File: src/rtl/wm_pkg.sv
// Shared state encoding and default phase durations for the wash controller.
package wm_pkg;

    typedef enum logic [2:0] {
        ST_IDLE  = 3'd0,
        ST_FILL  = 3'd1,
        ST_WASH  = 3'd2,
        ST_RINSE = 3'd3,
        ST_SPIN  = 3'd4,
        ST_DRY   = 3'd5
    } state_t;

    localparam logic [15:0] FILL_TIME_DEF  = 16'd2;
    localparam logic [15:0] WASH_TIME_DEF  = 16'd5;
    localparam logic [15:0] RINSE_TIME_DEF = 16'd2;
    localparam logic [15:0] SPIN_TIME_DEF  = 16'd1;
    localparam logic [15:0] DRY_TIME_DEF   = 16'd3;

    // timer_done is stale for the entry cycle and the one after it.
    localparam logic [1:0] QUAL_AGE = 2'd2;

    // Phases that a user pause may freeze; spin keeps going through a pause.
    function automatic logic pause_sensitive(state_t s);
        return (s != ST_IDLE) && (s != ST_SPIN);
    endfunction

endpackage

File: src/rtl/wash_controller.sv
// Washing-machine programme sequencer; optional dry phase enabled by macro DRY_CYCLE_EN.
// Latency: state advances one cycle after coin or qualified timer_done; outputs decode state_q.
// Backpressure: pause/open door freezes the phase and drops timer_en; resume skips timer_clr.
module wash_controller
    import wm_pkg::*;
#(
    parameter logic [15:0] FILL_TIME  = FILL_TIME_DEF,
    parameter logic [15:0] WASH_TIME  = WASH_TIME_DEF,
    parameter logic [15:0] RINSE_TIME = RINSE_TIME_DEF,
    parameter logic [15:0] SPIN_TIME  = SPIN_TIME_DEF,
    parameter logic [15:0] DRY_TIME   = DRY_TIME_DEF
) (
    input  logic        clk,
    input  logic        reset,
    input  logic        coin_in,
    input  logic        double_wash,
    input  logic        door_closed,
    input  logic        pause,
    input  logic        timer_done,
    output logic [15:0] timer_period,
    output logic        timer_en,
    output logic        timer_clr,
    output logic        water_valve,
    output logic        motor_on,
    output logic        spin_fast,
    output logic        drain,
    output logic        heater,
    output logic        door_lock,
    output logic        cycle_done,
    output logic [2:0]  state
);

    state_t     state_q, state_d;
    logic       dw_pending_q, dw_pending_d;
    logic [1:0] age_q, age_d;
    logic       cycle_done_q, cycle_done_d;

    logic timed;
    logic entry;
    logic hold;
    logic advance;

    always_comb begin
        timed   = (state_q != ST_IDLE);
        entry   = timed && (age_q == 2'd0);
        hold    = timed && (!door_closed || (pause && pause_sensitive(state_q)));
        // A qualified done beats a same-cycle pause, but an open door still holds.
        advance = timed && timer_done && (age_q == QUAL_AGE) && door_closed;
    end

    always_comb begin
        state_d      = state_q;
        dw_pending_d = dw_pending_q;
        cycle_done_d = 1'b0;
        case (state_q)
            ST_IDLE: begin
                if (coin_in && door_closed) begin
                    state_d      = ST_FILL;
                    dw_pending_d = double_wash;
                end
            end
            ST_FILL: begin
                if (advance) state_d = ST_WASH;
            end
            ST_WASH: begin
                if (advance) state_d = ST_RINSE;
            end
            ST_RINSE: begin
                if (advance) begin
                    if (dw_pending_q) begin
                        state_d      = ST_WASH;
                        dw_pending_d = 1'b0;
                    end else begin
                        state_d = ST_SPIN;
                    end
                end
            end
            ST_SPIN: begin
                if (advance) begin
`ifdef DRY_CYCLE_EN
                    state_d = ST_DRY;
`else
                    state_d      = ST_IDLE;
                    cycle_done_d = 1'b1;
`endif
                end
            end
`ifdef DRY_CYCLE_EN
            ST_DRY: begin
                if (advance) begin
                    state_d      = ST_IDLE;
                    cycle_done_d = 1'b1;
                end
            end
`endif
            default: state_d = ST_IDLE;
        endcase

        if (state_d != state_q) begin
            age_d = 2'd0;
        end else if (age_q == QUAL_AGE) begin
            age_d = age_q;
        end else begin
            age_d = age_q + 2'd1;
        end
    end

    always_ff @(posedge clk) begin
        if (reset) begin
            state_q      <= ST_IDLE;
            dw_pending_q <= 1'b0;
            age_q        <= 2'd0;
            cycle_done_q <= 1'b0;
        end else begin
            state_q      <= state_d;
            dw_pending_q <= dw_pending_d;
            age_q        <= age_d;
            cycle_done_q <= cycle_done_d;
        end
    end

    always_comb begin
        water_valve  = 1'b0;
        motor_on     = 1'b0;
        spin_fast    = 1'b0;
        drain        = 1'b0;
        heater       = 1'b0;
        door_lock    = 1'b0;
        cycle_done   = 1'b0;
        timer_period = 16'd0;
        timer_en     = 1'b0;
        timer_clr    = 1'b0;
        if (reset) begin
            // Clear the external timer even if reset lands mid-programme.
            timer_en  = 1'b1;
            timer_clr = 1'b1;
        end else begin
            cycle_done = cycle_done_q;
            door_lock  = timed;
            timer_clr  = entry;
            timer_en   = entry || (timed && !hold);
            case (state_q)
                ST_FILL: begin
                    timer_period = FILL_TIME;
                    water_valve  = !hold;
                end
                ST_WASH: begin
                    timer_period = WASH_TIME;
                    motor_on     = !hold;
                end
                ST_RINSE: begin
                    timer_period = RINSE_TIME;
                    water_valve  = !hold;
                    motor_on     = !hold;
                end
                ST_SPIN: begin
                    timer_period = SPIN_TIME;
                    motor_on     = !hold;
                    spin_fast    = !hold;
                    drain        = 1'b1;
                end
`ifdef DRY_CYCLE_EN
                ST_DRY: begin
                    timer_period = DRY_TIME;
                    motor_on     = !hold;
                    heater       = !hold;
                end
`endif
                default: ;
            endcase
        end
    end

`ifndef DRY_CYCLE_EN
    logic unused_dry_time;
    assign unused_dry_time = ^DRY_TIME;
`endif

    assign state = state_q;

endmodule
File: config.mk
export PLATFORM = sky130hd
export DESIGN_NAME = wash_controller
export DESIGN_NICKNAME = d
export VERILOG_FILES = /design/src/rtl/wm_pkg.sv /design/src/rtl/wash_controller.sv
export SDC_FILE = /design/constraint.sdc
export NUM_CORES = 1
export LEC_CHECK = 0
export CAP_MARGIN = 10
export CORE_AREA = 4 4 41 43
export DETAILED_ROUTE_END_ITERATION = 8
export DIE_AREA = 0 0 45 47
export DONT_BUFFER_PORTS = 1
export REMOVE_ABC_BUFFERS = 1
export SYNTH_ARGS = -nofsm -noshare
export SYNTH_HDL_FRONTEND = slang
export SYNTH_SLANG_ARGS = --single-unit
export TNS_END_PERCENT = 50
File: constraint.sdc
create_clock -name clk -period 1.8 [get_ports clk]
set_clock_uncertainty 0.05 [all_clocks]
set_input_delay 0.18 -clock clk [delete_from_list [all_inputs] [get_ports clk]]
set_output_delay 0.18 -clock clk [all_outputs]
set_load 0.01 [all_outputs]
# == Yosys cells after proc, flatten, opt, wreduce, memory -nomap -nowiden ==
# Index checks and enable logic that the tools add are counted.
# word_totals
reg_bits,7
latch_bits,0
mem_bits_rw,0
mem_bits_ro,0
input_bits,7
output_inout_bits,28
elab_cells,62
memories,0
# classes
addsub,1
n_mul,0
div,0
magnitude_cmp,0
eq_ne,9
n_shift,0
n_mux,25
n_bitwise,1
n_reduce_logical,22
# ops
operator,count
$mux W3,7
$mux W1,15
$pmux W3 S5,1
$logic_and A1 B1 Y1,9
$pmux W3 S3,1
$eq A3 B2 Y1 const B,2
$reduce_or A2 Y1,3
$ne A2 B2 Y1 const B,2
$eq A3 B1 Y1 const B,1
$eq A3 B3 Y1 const B,1
$logic_not A3 Y1,1
$ne A3 B3 Y1,1
$ne A3 B3 Y1 const B,1
$reduce_and A3 Y1,1
$reduce_bool A3 Y1,1
$reduce_or A3 Y1,1
$add A2 B1 Y2 const B,1
$eq A2 B2 Y1 const B,1
$logic_not A1 Y1,2
$logic_not A2 Y1,1
$logic_or A1 B1 Y1,2
$pmux W1 S2,1
$reduce_bool A2 Y1,1
$not A1 Y1,1

# == Depth between registers and ports, before layout ==
# Gate-level depths: netlist of run 1.
# depth
depth_word,9
depth_mapped,5
depth_no_buf,5

# == Least setup slack after synthesis of run 1 ==
# OpenSTA, ideal clock, no wires.
# synth_path
path_type,register to output
from,register state_q[0] (netlist: state[0])
to,output port water_valve
arrival_time_ns,1.329
required_ns,1.570
setup_slack_ns,0.241
stages_incl_launch_ff,4
path_buffers,1
path_cell_list,dfxtp_1 > clkbuf_1 > nor3b_1 > and3b_1
# synth_between
elab_chain_len,8
elab_cells_between_ends,12
classes_between,eq/ne: 3; mux: 2; reduce/logical: 7
# synth_rtl
item,line,rtl
"start, declared",wash_controller.sv:33,"state_t state_q, state_d;"
"start signal, assigned",wash_controller.sv:115,state_q <= state_d;
$ne A3 B3 Y1 / $reduce_bool A3 Y1 (equally long branches),"wm_pkg.sv:24, wash_controller.sv:44",
$logic_and A1 B1 Y1,wm_pkg.sv:24,return (s != ST_IDLE) && (s != ST_SPIN);
$logic_and A1 B1 Y1,wash_controller.sv:46,hold = timed && (!door_closed || (pause && pause_sensitive(state_q)));
$logic_or A1 B1 Y1,wash_controller.sv:46,
$logic_and A1 B1 Y1,wash_controller.sv:46,
$logic_not A1 Y1,"wash_controller.sv:145, wash_controller.sv:153",
$mux W1 *,--,
$mux W1 *,wash_controller.sv:133,if (reset) begin
"end, declared",wash_controller.sv:23,"output logic water_valve,"
# Every way passes the cells marked *; elsewhere a longest branch is shown, timed or not.

# == Worst setup path after layout of run 1 ==
# layout_path
from,register state_q[2] (netlist: state[2])
to,output port motor_on
# layout_between
elab_chain_len,8
elab_cells_between_ends,13
classes_between,eq/ne: 4; mux: 2; reduce/logical: 7
# layout_rtl
item,line,rtl
$ne A3 B3 Y1 / $reduce_bool A3 Y1 (equally long branches),"wm_pkg.sv:24, wash_controller.sv:44",
$logic_and A1 B1 Y1,wm_pkg.sv:24,
$logic_and A1 B1 Y1,wash_controller.sv:46,
$logic_or A1 B1 Y1,wash_controller.sv:46,
$logic_and A1 B1 Y1,wash_controller.sv:46,
$logic_not A1 Y1,"wash_controller.sv:149, wash_controller.sv:154, wash_controller.sv:158",
$mux W1 *,--,
$mux W1 *,wash_controller.sv:133,
"end, declared",wash_controller.sv:24,"output logic motor_on,"
# Marks and branches as above.

==> results.cfg, run 1 <==
[logic_synthesis]
synthCells = 85
ys.flop_type = dfxtp_1
syn_area_um2 = 604
synth_edf_count = 0
ys_ff_latch = 7
yosys_warnings = 0
syn_area_per_cell_um2 = 7.11
yosysSeqAreaShare_pct = 23.2
synth-async-reset-ratio_pct = 0
yosysUniqueCellTypes = 28

[final_layout]
fillers = 146
postLayoutCellArea_um2 = 613
drive_gt1_share_pct = 7.95
diodes = 0
most-common-layout-cells = 14 x conb_1, 8 x nor3_1, 8 x a21oi_1
finalNetCount = 98
area_delta_synth_final_pct = 1.45
seq_area_um2 = 140
stdcell_count = 103
layout_commonest_cell = conb_1
multi_input_area_um2 = 380
post-route-util_pct = 47.1

[cts]
cts_buffer_depth = 2
clk_pin_slew_ns = 0.05
numCtsBuffers = 3
cts.sinks = 7
cts_max_level = 1
clk_latency_ns = 0.26
cts_tree = built
cts-root-buf = clkbuf_4
post-cts-setup-buffer-count = 0

[worst_setup_path]
reg2reg_from = age_q[0]$_SDFFE_PP0P_
worst_setup_path_start_kind = flop
cpMaxStageDelayCell = dfxtp_1
cpPeakStageDelay_ns = 0.67
critical_path.top_delay_family = flip-flops
r2r_slack_ns = 0.27
path_max_fanout = 15
worst_setup_path_end_kind = primary output
rr_endpoint = state[2]$_SDFF_PP0_
arrival_ns = 1.43
reg2regPathDepth = 5
path_buf_inv = 0
crit_chain = nand2_1, a21oi_1
required_ns = 1.57
path_class = flop to primary output

[grt]
grt_max_degree = 16
grt_usage_pct = 13.2
grt_pass1_wl_um = 2010
grt_pass1_vias = 458
grt-ovfl-total = 0
antenna_found_initial = 0

[timing]
period_share_pct = 92.1
clock.fmax_mhz = 604
drv_slew = 0
worst_pin_slew_ns = 0.562
timing.final.ws_setup_ns = 0.143
setup_tns_ns = 0
slew_headroom_pct = 62.0
hold_violations = 0
period_needed_ns = 1.66
setup_viol = 0
grt_setup_unrepaired = false

[power_and_ir_drop]
p_leak_nw = 0.243
switching_share_pct = 34.0
clockPowerShare_pct = 30.7
p_comb_share_pct = 30.4
peakVddDrop_v = 0.000452
power.internal_mw = 0.319
power_frac_seq_pct = 38.9
power_density_nw_per_um2 = 789
switchingPower_mw = 0.164

[floorplan]
fp-row-count = 13
dieArea_um2 = 2120
pin_count = 35
dieHeight_um = 47
die_w_um = 45
coreArea_um2 = 1300
start_util_pct = 46.4

[routing]
drt_drc_violations_left = 0
vias = 548
route.detailed.wl_per_inst_um = 12.8
route.antenna.remaining_nets = 0
vias_per_cell = 5.32
drt_wl_total_um = 1320
drtPass1Iterations = 4
drtIter0Drc = 13

[placed_design]
dpl-instance-area_um2 = 574
place_ws_ns = 0.224
portBuffers = 0
dp.cells = 98
dp_hpwl_um = 964
routabilityCongestion = 0.776

[min_path]
hold_class = input port to flop
worstHoldPathCells = 2
hp-start = reset
hold_end = state[0]$_SDFF_PP0_

[job]
maxCapViolations = 0

[run_status]
status = finished, final reports clean
## timing repair
item | CTS | global route
hold endpoints to repair | 4 | 0
resized for setup | 0 | 1
hold buffers | 1 | 0
endpoints found under the setup margin | 0 | 1
## registers in the layout (all words and copies together) (netlist names)
name and cells:
age_q 2, cycle_done_q 1, state 3, dw_pending_q 1
## layout make-up
type | count | share of cell area [%]
clock buffers | 4 | 4.29
inverters | 4 | 2.45
multi-input cells | 69 | 62.0
flip-flops and latches | 7 | 22.9
well taps | 15 | 3.06
repair buffers | 4 | 5.31
## metrics by stage
stage	total power, mW	hold WS [ns]
floorplan	0.306	0.199
global placement	0.329	0.203
detailed placement	0.333	0.203
CTS	0.489	0.0276
global route	0.524	0.0351
finish	0.484	0.0354
## worst max-delay path by stage
| stage | endpoint | start | depth (start not counted) | slack [ns] |
|---|---|---|---|---|
| finish | motor_on | state[2]$_SDFF_PP0_ | 2 | 0.14 |
| global route | motor_on | state[1]$_SDFF_PP0_ | 4 | 0.03 |
| CTS | motor_on | state[1]$_SDFF_PP0_ | 4 | 0.14 |
| detailed placement | state[2]$_SDFF_PP0_ | age_q[0]$_SDFFE_PP0P_ | 5 | 0.22 |
| global placement | state[2]$_SDFF_PP0_ | age_q[0]$_SDFFE_PP0P_ | 5 | 0.28 |
| floorplan | state[2]$_SDFF_PP0_ | age_q[0]$_SDFFE_PP0P_ | 5 | 0.35 |
## metal layers
layer	track usage [%]	vias to the layer above	routed length, µm
met5	0	-	0
met4	5.26	0	15
met3	6.90	4	169
met2	20.1	29	582
met1	15.7	244	550
li1	-	271	-
## synthesized netlist by cell type, types with 2 or more instances
| master | n | area share [%] |
|---|---|---|
| a21oi_1 | 8 | 6.6 |
| buf_4 | 14 | 17 |
| clkbuf_1 | 3 | 1.9 |
| dfxtp_1 | 7 | 23 |
| ha_1 | 2 | 4.1 |
| inv_1 | 4 | 2.5 |
| nand2_1 | 5 | 3.1 |
| nand2b_1 | 3 | 3.1 |
| nand3_1 | 2 | 1.7 |
| nor2_1 | 7 | 4.3 |
| nor3_1 | 8 | 6.6 |
| o211ai_1 | 2 | 2.5 |
| o21ai_0 | 3 | 2.5 |
| o21bai_1 | 2 | 2.5 |
| xnor2_1 | 2 | 2.9 |
## power groups by stage
stage               Sequential, mW  Combinational [mW]  Clock, mW
detailed placement           0.191               0.142          0
global route                 0.191               0.169      0.164
finish                       0.188               0.147      0.148
CTS                          0.188               0.145      0.155
floorplan                    0.191               0.115          0
global placement             0.189               0.139          0
## logic make-up (layout without fill, tap and decap cells)
group / Yosys count / count (layout) / share of synthesized area (%)
xor+xnor: 2 / 2 / 2.90
simple gates: 34 / 34 / 30.2
compound gates: 17 / 17 / 16.6
buf+inv: 22 / 12 / 22.4
other cells: 1 / 14 / 0.621
flops: 7 / 7 / 23.2
fa+ha+maj: 2 / 2 / 4.14
## worst reg2reg max path, delay by kind of cell, from the launching register on
kind,cells,cell delay (ns)
buf+inv,1,0.09
flops,1,0.31
simple gates,2,0.62
fa+ha+maj,1,0.25
compound gates,1,0.15
Power figures use the tool's default switching activity.
==> inputs of run 2 (changes only) <==
--- a/config.mk
+++ b/config.mk
@@ -6,9 +6,9 @@
 export NUM_CORES = 1
 export LEC_CHECK = 0
 export CAP_MARGIN = 10
-export CORE_AREA = 4 4 41 43
+export CORE_AREA = 2 2 39 41
 export DETAILED_ROUTE_END_ITERATION = 8
-export DIE_AREA = 0 0 45 47
+export DIE_AREA = 0 0 41 43
 export DONT_BUFFER_PORTS = 1
 export REMOVE_ABC_BUFFERS = 1
 export SYNTH_ARGS = -nofsm -noshare
==> run 2 against run 1 <==
Compared with the run above:
- count of clock-buffer cells in the layout is the same
- sequential share of layout area shrank 0.23 points
- highest routed layer is now met3
- power shrank 1.7%
- critical endpoint unchanged
- critical path type unchanged
- critical path depth is the same
- worst setup slack gained 0.030 ns
- combinational power is essentially flat
- register-to-register slack gained 0.05 ns
- sequential power is essentially flat
- largest power group unchanged
==> results.cfg, run 2 (same netlist as run 1, synthesis figures left out) <==
[run_status]
status = finished, final reports clean

[floorplan]
coreArea_um2 = 1380
dieHeight_um = 43
die_w_um = 41
pin_count = 35
start_util_pct = 43.7
dieArea_um2 = 1760
fp-row-count = 14

[cts]
numCtsBuffers = 3
clk_pin_slew_ns = 0.05
cts.sinks = 7
cts_max_level = 1
cts_tree = built
ctsHoldBuffers = 1
cts_resized = 0
cts-root-buf = clkbuf_4
clk_latency_ns = 0.25
cts_buffer_depth = 2
post-cts-setup-buffer-count = 0

[power_and_ir_drop]
p_leak_nw = 0.249
clockPowerShare_pct = 29.9
p_total_mw = 0.475
switching_share_pct = 32.9
p_comb_share_pct = 31.1
power.internal_mw = 0.319
switchingPower_mw = 0.156
power_frac_seq_pct = 39.0
power_density_nw_per_um2 = 767
peakVddDrop_v = 0.000444

[timing]
period_share_pct = 90.4
drv_slew = 0
clock.fmax_mhz = 615
timing.final.ws_setup_ns = 0.173
grt_setup_unrepaired = false
hold_violations = 0
setup_viol = 0
worst_pin_slew_ns = 0.596
setup_tns_ns = 0
holdWs_ns = 0.0514
slew_headroom_pct = 59.7
period_needed_ns = 1.63

[worst_setup_path]
arrival_ns = 1.40
worst_setup_path_start_kind = flop
r2r_slack_ns = 0.32
path_class = flop to primary output
path_max_fanout = 15
required_ns = 1.57
worst_setup_path_end_kind = primary output

[routing]
route.antenna.remaining_nets = 0
vias_per_cell = 4.96
drtPass1Iterations = 4
drtIter0Drc = 4
vias = 521
route.detailed.wl_per_inst_um = 11.1
drt_drc_violations_left = 0
drt_wl_total_um = 1170

[grt]
grt_pass1_wl_um = 1690
grt_pass1_vias = 404
grt_usage_pct = 14.3
grt-ovfl-total = 0
antenna_found_initial = 0
grt_max_degree = 16

[final_layout]
postLayoutCellArea_um2 = 619
largest_register_ffs = 3
area_delta_synth_final_pct = 2.48
finalNetCount = 99
diodes = 0
layout_commonest_cell = conb_1
post-route-util_pct = 44.8
stdcell_count = 105
most-common-layout-cells = 14 x conb_1, 8 x nor3_1, 8 x a21oi_1
drive_gt1_share_pct = 7.87

[placed_design]
dpl-instance-area_um2 = 583
dp.cells = 100
dp_hpwl_um = 887
portBuffers = 0
routabilityCongestion = 0.723
place_ws_ns = 0.313

[min_path]
hold_class = input port to flop

[job]
maxCapViolations = 0
run 2: changes by cell type in the layout (fill, tap and decap cells not counted), sizes merged:
cell | previous run | this run
buf | 3 | 4
run 2: final cells by class:
cell class | count | area, µm²
timing repair buffer | 5 | 40.0
clock buffer | 4 | 26.3
tap | 16 | 20.0
sequential | 7 | 140
inverter | 4 | 15.0
multi-input combinational | 69 | 378
fill | 150 | 764
run 2: power by group through the flow:
| stage | clock (mW) | combinational [mW] | sequential, mW |
|---|---|---|---|
| CTS | 0.149 | 0.150 | 0.186 |
| floorplan | 0 | 0.115 | 0.191 |
| detailed placement | 0 | 0.146 | 0.189 |
| global route | 0.158 | 0.168 | 0.187 |
| global placement | 0 | 0.144 | 0.188 |
| finish | 0.142 | 0.148 | 0.185 |
run 2: critical path: stages (launching register included):
cell	delay, ns
dfxtp_1	0.66
nand2_1	0.20
a21oi_1	0.28
run 2: metal layers:
metal	global-route usage [%]	up-vias	wire, µm
met1	15.7	236	469
met4	4.00	0	0
met5	0	-	0
met3	10.5	0	97
met2	21.3	15	598
li1	-	270	-
run 2: path summary, 6_finish.rpt:
path	endpoint	depth (start not counted)	start
max	motor_on	2	state[2]$_SDFF_PP0_
min	state[0]$_SDFF_PP0_	2	reset
max reg2reg	state[2]$_SDFF_PP0_	5	age_q[0]$_SDFFE_PP0P_
min reg2reg	dw_pending_q$_SDFFE_PP0P_	2	dw_pending_q$_SDFFE_PP0P_
